### src/rtl/virtio_irq_pkg.sv
// Shared types and helpers for the virtio interrupt generator.
// ISR bit assignments and pacing-counter sizing live here.
package virtio_irq_pkg;

  typedef enum logic [1:0] {
    ST_IDLE,
    ST_COAL,
    ST_REQ,
    ST_GAP
  } irq_state_e;

  localparam int ISR_QUEUE = 0;
  localparam int ISR_CFG   = 1;

  // Width that holds the largest of the three pacing intervals without wrapping.
  function automatic int cnt_width(input int tmo, input int gap, input int coal);
    int m;
    m = tmo;
    if (gap > m)  m = gap;
    if (coal > m) m = coal;
    return $clog2(m + 1);
  endfunction

endpackage

### src/rtl/virtio_irq_gen_pace_cnt.sv
// Loadable saturating down-counter shared by the timeout, gap and coalesce timing.
// done is high whenever the count sits at zero.
module irq_pace_cnt #(
  parameter int W = 6
) (
  input  logic         i_clk,
  input  logic         i_rst_n,
  input  logic         load,
  input  logic [W-1:0] load_val,
  output logic         done
);

  logic [W-1:0] cnt;

  // NOTE: sequential state uses non-blocking assignments so every register
  // samples the pre-edge value of its neighbours.
  always_ff @(posedge i_clk or negedge i_rst_n) begin
    if (!i_rst_n) begin
      cnt <= '0;
    end else if (load) begin
      cnt <= load_val;
    end else if (cnt != '0) begin
      cnt <= cnt - W'(1);
    end
  end

  assign done = (cnt == '0);

endmodule

### src/rtl/virtio_irq_gen.sv
// Interrupt source: sticky ISR pending bits, paced request/grant handshake.
// Optional macro VIRTIO_IRQ_COALESCE_EN inserts a coalescing window before each request.
module virtio_irq_gen
  import virtio_irq_pkg::*;
#(
  parameter int NSRC     = 4,
  parameter int TMO_CYC  = 32,
  parameter int GAP_CYC  = 4,
  parameter int COAL_CYC = 16
) (
  input  logic            i_clk,
  input  logic            i_rst_n,
  input  logic [NSRC-1:0] src_pulse,
  input  logic [NSRC-1:0] irq_mask,
  input  logic            isr_rd,
  output logic [NSRC-1:0] isr_rdata,
  output logic            intx_msi_request,
  input  logic            intx_msi_grant,
  output logic            irq_pending,
  output logic            grant_tmo
);

  localparam int CW = cnt_width(TMO_CYC, GAP_CYC, COAL_CYC);

  irq_state_e      state, state_nxt;
  logic [NSRC-1:0] pending, pending_nxt;
  logic [NSRC-1:0] signalled, signalled_nxt;
  logic [NSRC-1:0] mask_q;
  logic [NSRC-1:0] new_bits, mark;
  logic            new_evt;
  logic            cnt_load, cnt_done, tmo_hit;
  logic [CW-1:0]   cnt_val;

  irq_pace_cnt #(.W(CW)) u_pace (
    .i_clk    (i_clk),
    .i_rst_n  (i_rst_n),
    .load     (cnt_load),
    .load_val (cnt_val),
    .done     (cnt_done)
  );

  // Mask is registered so unmasking a pending bit has the same latency as a fresh pulse.
  assign new_bits = pending & ~mask_q & ~signalled;
  assign new_evt  = |new_bits;

  // NOTE: every variable gets a default at the top of the block, so no path
  // leaves one unassigned and no latch is inferred.
  always_comb begin
    state_nxt = state;
    cnt_load  = 1'b0;
    cnt_val   = '0;
    mark      = '0;
    tmo_hit   = 1'b0;
    unique case (state)
      ST_IDLE: begin
        if (new_evt) begin
`ifdef VIRTIO_IRQ_COALESCE_EN
          state_nxt = ST_COAL;
          cnt_load  = 1'b1;
          cnt_val   = CW'(COAL_CYC - 1);
`else
          state_nxt = ST_REQ;
          cnt_load  = 1'b1;
          cnt_val   = CW'(TMO_CYC - 1);
          mark      = new_bits;
`endif
        end
      end
      ST_COAL: begin
`ifdef VIRTIO_IRQ_COALESCE_EN
        // Everything still unannounced at expiry rides on one request.
        if (!new_evt) begin
          state_nxt = ST_IDLE;
        end else if (cnt_done) begin
          state_nxt = ST_REQ;
          cnt_load  = 1'b1;
          cnt_val   = CW'(TMO_CYC - 1);
          mark      = new_bits;
        end
`else
        state_nxt = ST_IDLE;
`endif
      end
      ST_REQ: begin
        if (intx_msi_grant) begin
          state_nxt = ST_GAP;
          cnt_load  = 1'b1;
          cnt_val   = CW'(GAP_CYC - 1);
        end else if (cnt_done) begin
          state_nxt = ST_GAP;
          cnt_load  = 1'b1;
          cnt_val   = CW'(GAP_CYC - 1);
          tmo_hit   = 1'b1;
        end
      end
      ST_GAP: begin
        if (cnt_done) state_nxt = ST_IDLE;
      end
      default: state_nxt = ST_IDLE;
    endcase
  end

  // A read clears everything except pulses landing in the same cycle; signalled
  // never outlives its pending bit, so a later re-pulse is always announced.
  assign pending_nxt   = isr_rd ? src_pulse : (pending | src_pulse);
  assign signalled_nxt = (isr_rd ? mark : (signalled | mark)) & pending_nxt;

  always_ff @(posedge i_clk or negedge i_rst_n) begin
    if (!i_rst_n) begin
      state            <= ST_IDLE;
      pending          <= '0;
      signalled        <= '0;
      mask_q           <= '0;
      isr_rdata        <= '0;
      intx_msi_request <= 1'b0;
    end else begin
      state            <= state_nxt;
      pending          <= pending_nxt;
      signalled        <= signalled_nxt;
      mask_q           <= irq_mask;
      intx_msi_request <= (state_nxt == ST_REQ);
      if (isr_rd) isr_rdata <= pending;
    end
  end

  assign irq_pending = |pending;
  // Timeout flags the last REQ cycle itself, so it is decoded rather than registered.
  assign grant_tmo   = tmo_hit;

endmodule

### config.mk
export PLATFORM = sky130hd
export DESIGN_NAME = virtio_irq_gen
export DESIGN_NICKNAME = d
export VERILOG_FILES = /design/src/rtl/virtio_irq_pkg.sv /design/src/rtl/virtio_irq_gen_pace_cnt.sv /design/src/rtl/virtio_irq_gen.sv
export SDC_FILE = /design/constraint.sdc
export NUM_CORES = 1
export LEC_CHECK = 0
export ABC_AREA = 1
export CORE_MARGIN = 2
export CORE_UTILIZATION = 35
export DETAILED_ROUTE_END_ITERATION = 8
export MAX_ROUTING_LAYER = met4
export SLEW_MARGIN = 0
export SYNTH_ARGS = -nofsm -noshare
export SYNTH_HDL_FRONTEND = slang
export SYNTH_SLANG_ARGS = --single-unit
### constraint.sdc
create_clock -name i_clk -period 1.2 [get_ports i_clk]
set_input_delay 0.24 -clock i_clk [delete_from_list [all_inputs] [get_ports i_clk]]
set_output_delay 0.24 -clock i_clk [all_outputs]
set_load 0.1 [all_outputs]
==> reports/results.tsv <==
stage	metric	value	unit
yosys	Syn Inst Count	126	
worst_setup_path	CP Data Required Time	0.96	ns
sta	pins over their slew limit	0	
worst_setup_path	CP cell instances	or4_4, buf_12	
grt	met3 GRT Util	0.03151	
drt	DRT Pass-1 Iters	4	
drt	Via density	4.291	
yosys	area leader, netlist	dfrtp_1	
clocking	CTS tree	built	
floorplanning	top-level port count	19	
worst_setup_path	reg2reg end	u_pace.cnt[0]	
drt	routed wire length	2.286	mm
sta	RSZ-0062 raised after global routing	yes	
layout	share of cells above drive strength 1	0.4091	
layout	Post-Layout Cell Count	220	
sta	Slew headroom	0.7418	
clocking	H-tree Lvls	1	
layout	fillers	251	
grt	met2 GRT Util	0.2331	
drt	post-DR wirelength/cell	10.39	um
clocking	clock sinks	25	
sta	fmax	584.0	MHz
yosys	FF+latch count, synth	25	
sta	period utilization	1.427	
worst_setup_path	worst flop-to-flop path startpoint	u_pace.cnt[0]	
worst_setup_path	FF-to-FF setup slack	-0.28	ns
sta	Hold Vio Cnt, Final	0	
placed_design	Placed Area	1665	um2
clocking	clock buffer depth	2	
outcome	violated checks	setup timing	
worst_setup_path	startpoint types	flip-flop	
drt	Post-DRT Antenna Nets	0	
yosys	Distinct cells, synth	23	
drt	Via Count	944	
worst_setup_path	Slowest cell on crit path	or4_4	
layout	final net count	190	
yosys	register area share after synthesis	0.5376	
clocking	clk_lat worst skew	0.34	ns
drt	DRC	0	
yosys	Synth Area per Inst	9.235	um2
grt	first-pass GRT wire length	3.919	mm
outcome	status	complete, but fails checks	
floorplanning	core area	3103	um2
placed_design	DPL Wire Length	1.700	mm
grt	Tot GR Track Use	0.1462	
placed_design	Placer Congestion	0.7742	
floorplanning	chip height	61.66	um
clocking	number of buffers created by CTS	3	
hold_path	Min-Delay Path Class	in2async	
clocking	CTS Hold Bufs	0	
yosys	Synth Warn #	0	
sta	worst slew pin tran	0.3868	ns
layout	Area Overhead vs Synth	57.63	%
yosys	largest cells by area after synthesis	dfrtp_1, nand2_1, inv_1, nand3_2, a21oi_1	
sta	post-route setup slack	-0.5124	ns
worst_setup_path	crit-path max cell delay	0.54	ns
grt	met1 usage	0.1819	
sta	minimum clock period	1.712	ns
yosys	Synthesized Nets	139	
clocking	clk slew on worst S/H paths	0.16	ns
worst_setup_path	worst reg-to-reg path cell count	11	
worst_setup_path	crit path max fanout	2	
clocking	clk root buf	clkbuf_4	
layout	Final Cell Area	1834	um2
pwr	Max IR drop VDD	1.578	mV
worst_setup_path	Arr. time, crit path	1.47	ns
placed_design	# port buffers	18	
floorplanning	Row Count	20	
pwr	power per cell area	1970	nW/um2
sta	final setup vio count	12	
drt	initial DRC count	7	
sta	setup TNS	-2.910	ns
sta	clock skew	0.02083	ns
pwr	leak pwr	0.8921	nW
worst_setup_path	critical path class	reg2out	
floorplanning	die area	3802	um2
layout	Core Util, Final	0.5911	
yosys	top cell type's share of synthesized area	0.5376	
flow_run	max_cap viols	0	
grt	largest net degree at the start of global routing	26	
floorplanning	Starting Density	0.3750	
worst_setup_path	CP endpoint kind	output pin	
floorplanning	die span in x	61.66	um
placed_design	dpl cells	208	
layout	ant diodes	0	
grt	initial antenna violation count	0	
yosys	synthesized cell area	1164	um2
grt	vias in the first global route	920	
grt	GRT Max-Usage Layer	met2	
grt	Overflow after GRT	0	
pwr	Power Total	3.614	mW
placed cells by master, fill, tap and decap left out, drive strengths merged, types with 2 or more instances in the layout:
| cell | Yosys | layout |
|---|---|---|
| nand4 | 4 | 4 |
| clkdlybuf4s50 | 0 | 11 |
| dfrtp | 25 | 25 |
| nand3 | 10 | 10 |
| xnor2 | 3 | 3 |
| a21oi | 9 | 9 |
| inv | 22 | 23 |
| nor2 | 7 | 7 |
| buf | 2 | 37 |
| o21ai | 2 | 2 |
| nand2 | 36 | 36 |
| clkbuf | 0 | 3 |
| nor3 | 2 | 2 |
what timing repair did:
action                                  4_1_cts  5_1_grt
gates resized for setup                       4       14
endpoints found under the setup margin       15       15
setup buffers                                 2        6
gates cloned                                  0        0
pin swaps                                     2        1
metal layers:
metal / share of wire / vias up
met5: 0 / -
met4: 0.0092 / 0
met3: 0.028 / 2
met2: 0.49 / 12
met1: 0.47 / 434
li1: - / 496
Yosys cell counts, drive strengths merged:
cell / number
buf: 2
o21ai: 2
xnor2: 3
a21oi: 9
nor3: 2
nor2: 7
nand3b: 1
nand3: 10
inv: 22
nand2: 36
nand4: 4
xor2: 1
ha: 1
or4: 1
dfrtp: 25
area by class of cell:
class / count / area, um2 / area share
sequential: 25 / 625.6 / 0.3411
multi-input combinational: 77 / 531.8 / 0.2899
timing repair buffer: 48 / 503.0 / 0.2742
inverter: 22 / 87.58 / 0.04775
tap: 44 / 55.05 / 0.03001
clock buffer: 3 / 22.52 / 0.01228
clock inverter: 1 / 8.758 / 0.004775
logic make-up (layout without fill, tap and decap cells):
family	count (synthesis)	after routing	synth area share
xor gates and xnor gates	4	4	0.03011
buffers and inverters	24	74	0.08494
and+or+nand+nor	61	61	0.2860
adders and majority gates	1	1	0.01075
AOI/OAI and AO/OA	11	11	0.05053
DFF	25	25	0.5376
flip-flops by register name (all words and copies together) (netlist names):
signal	count
intx_msi_request	1
signalled	4
state	2
u_pace.cnt	6
isr_rdata	4
pending	4
mask_q	4
through the flow:
step	setup slack [ns]	hold WS (ns)
2_1_floorplan	-0.5672	-0.05559
3_3_place_gp	-0.1504	0.5168
3_5_place_dp	-0.1539	0.5247
4_1_cts	-0.5280	0.2327
5_1_grt	-0.5752	0.2295
6_report	-0.5124	0.2266
critical path: cells and delay by family (launching register included):
family                 cells  cell delay, ns
DFF                        1            0.41
buffers and inverters      1            0.18
and+or+nand+nor            1            0.54
power by group:
part	switching, mW	internal (mW)	leakage (nW)
Combinational	1.07	0.953	0.577
Clock	0.280	0.136	0.0183
Sequential	0.137	1.04	0.297
worst max path at each step:
stage	startpoint	end	slack, ns
5_1_grt	u_pace.cnt[0]	grant_tmo	-0.58
4_1_cts	u_pace.cnt[0]	grant_tmo	-0.53
3_3_place_gp	pending[3]	irq_pending	-0.15
6_report	pending[1]	irq_pending	-0.51
3_5_place_dp	pending[3]	irq_pending	-0.15
2_1_floorplan	u_pace.cnt[0]	grant_tmo	-0.57
Power figures use the tool's default switching activity.
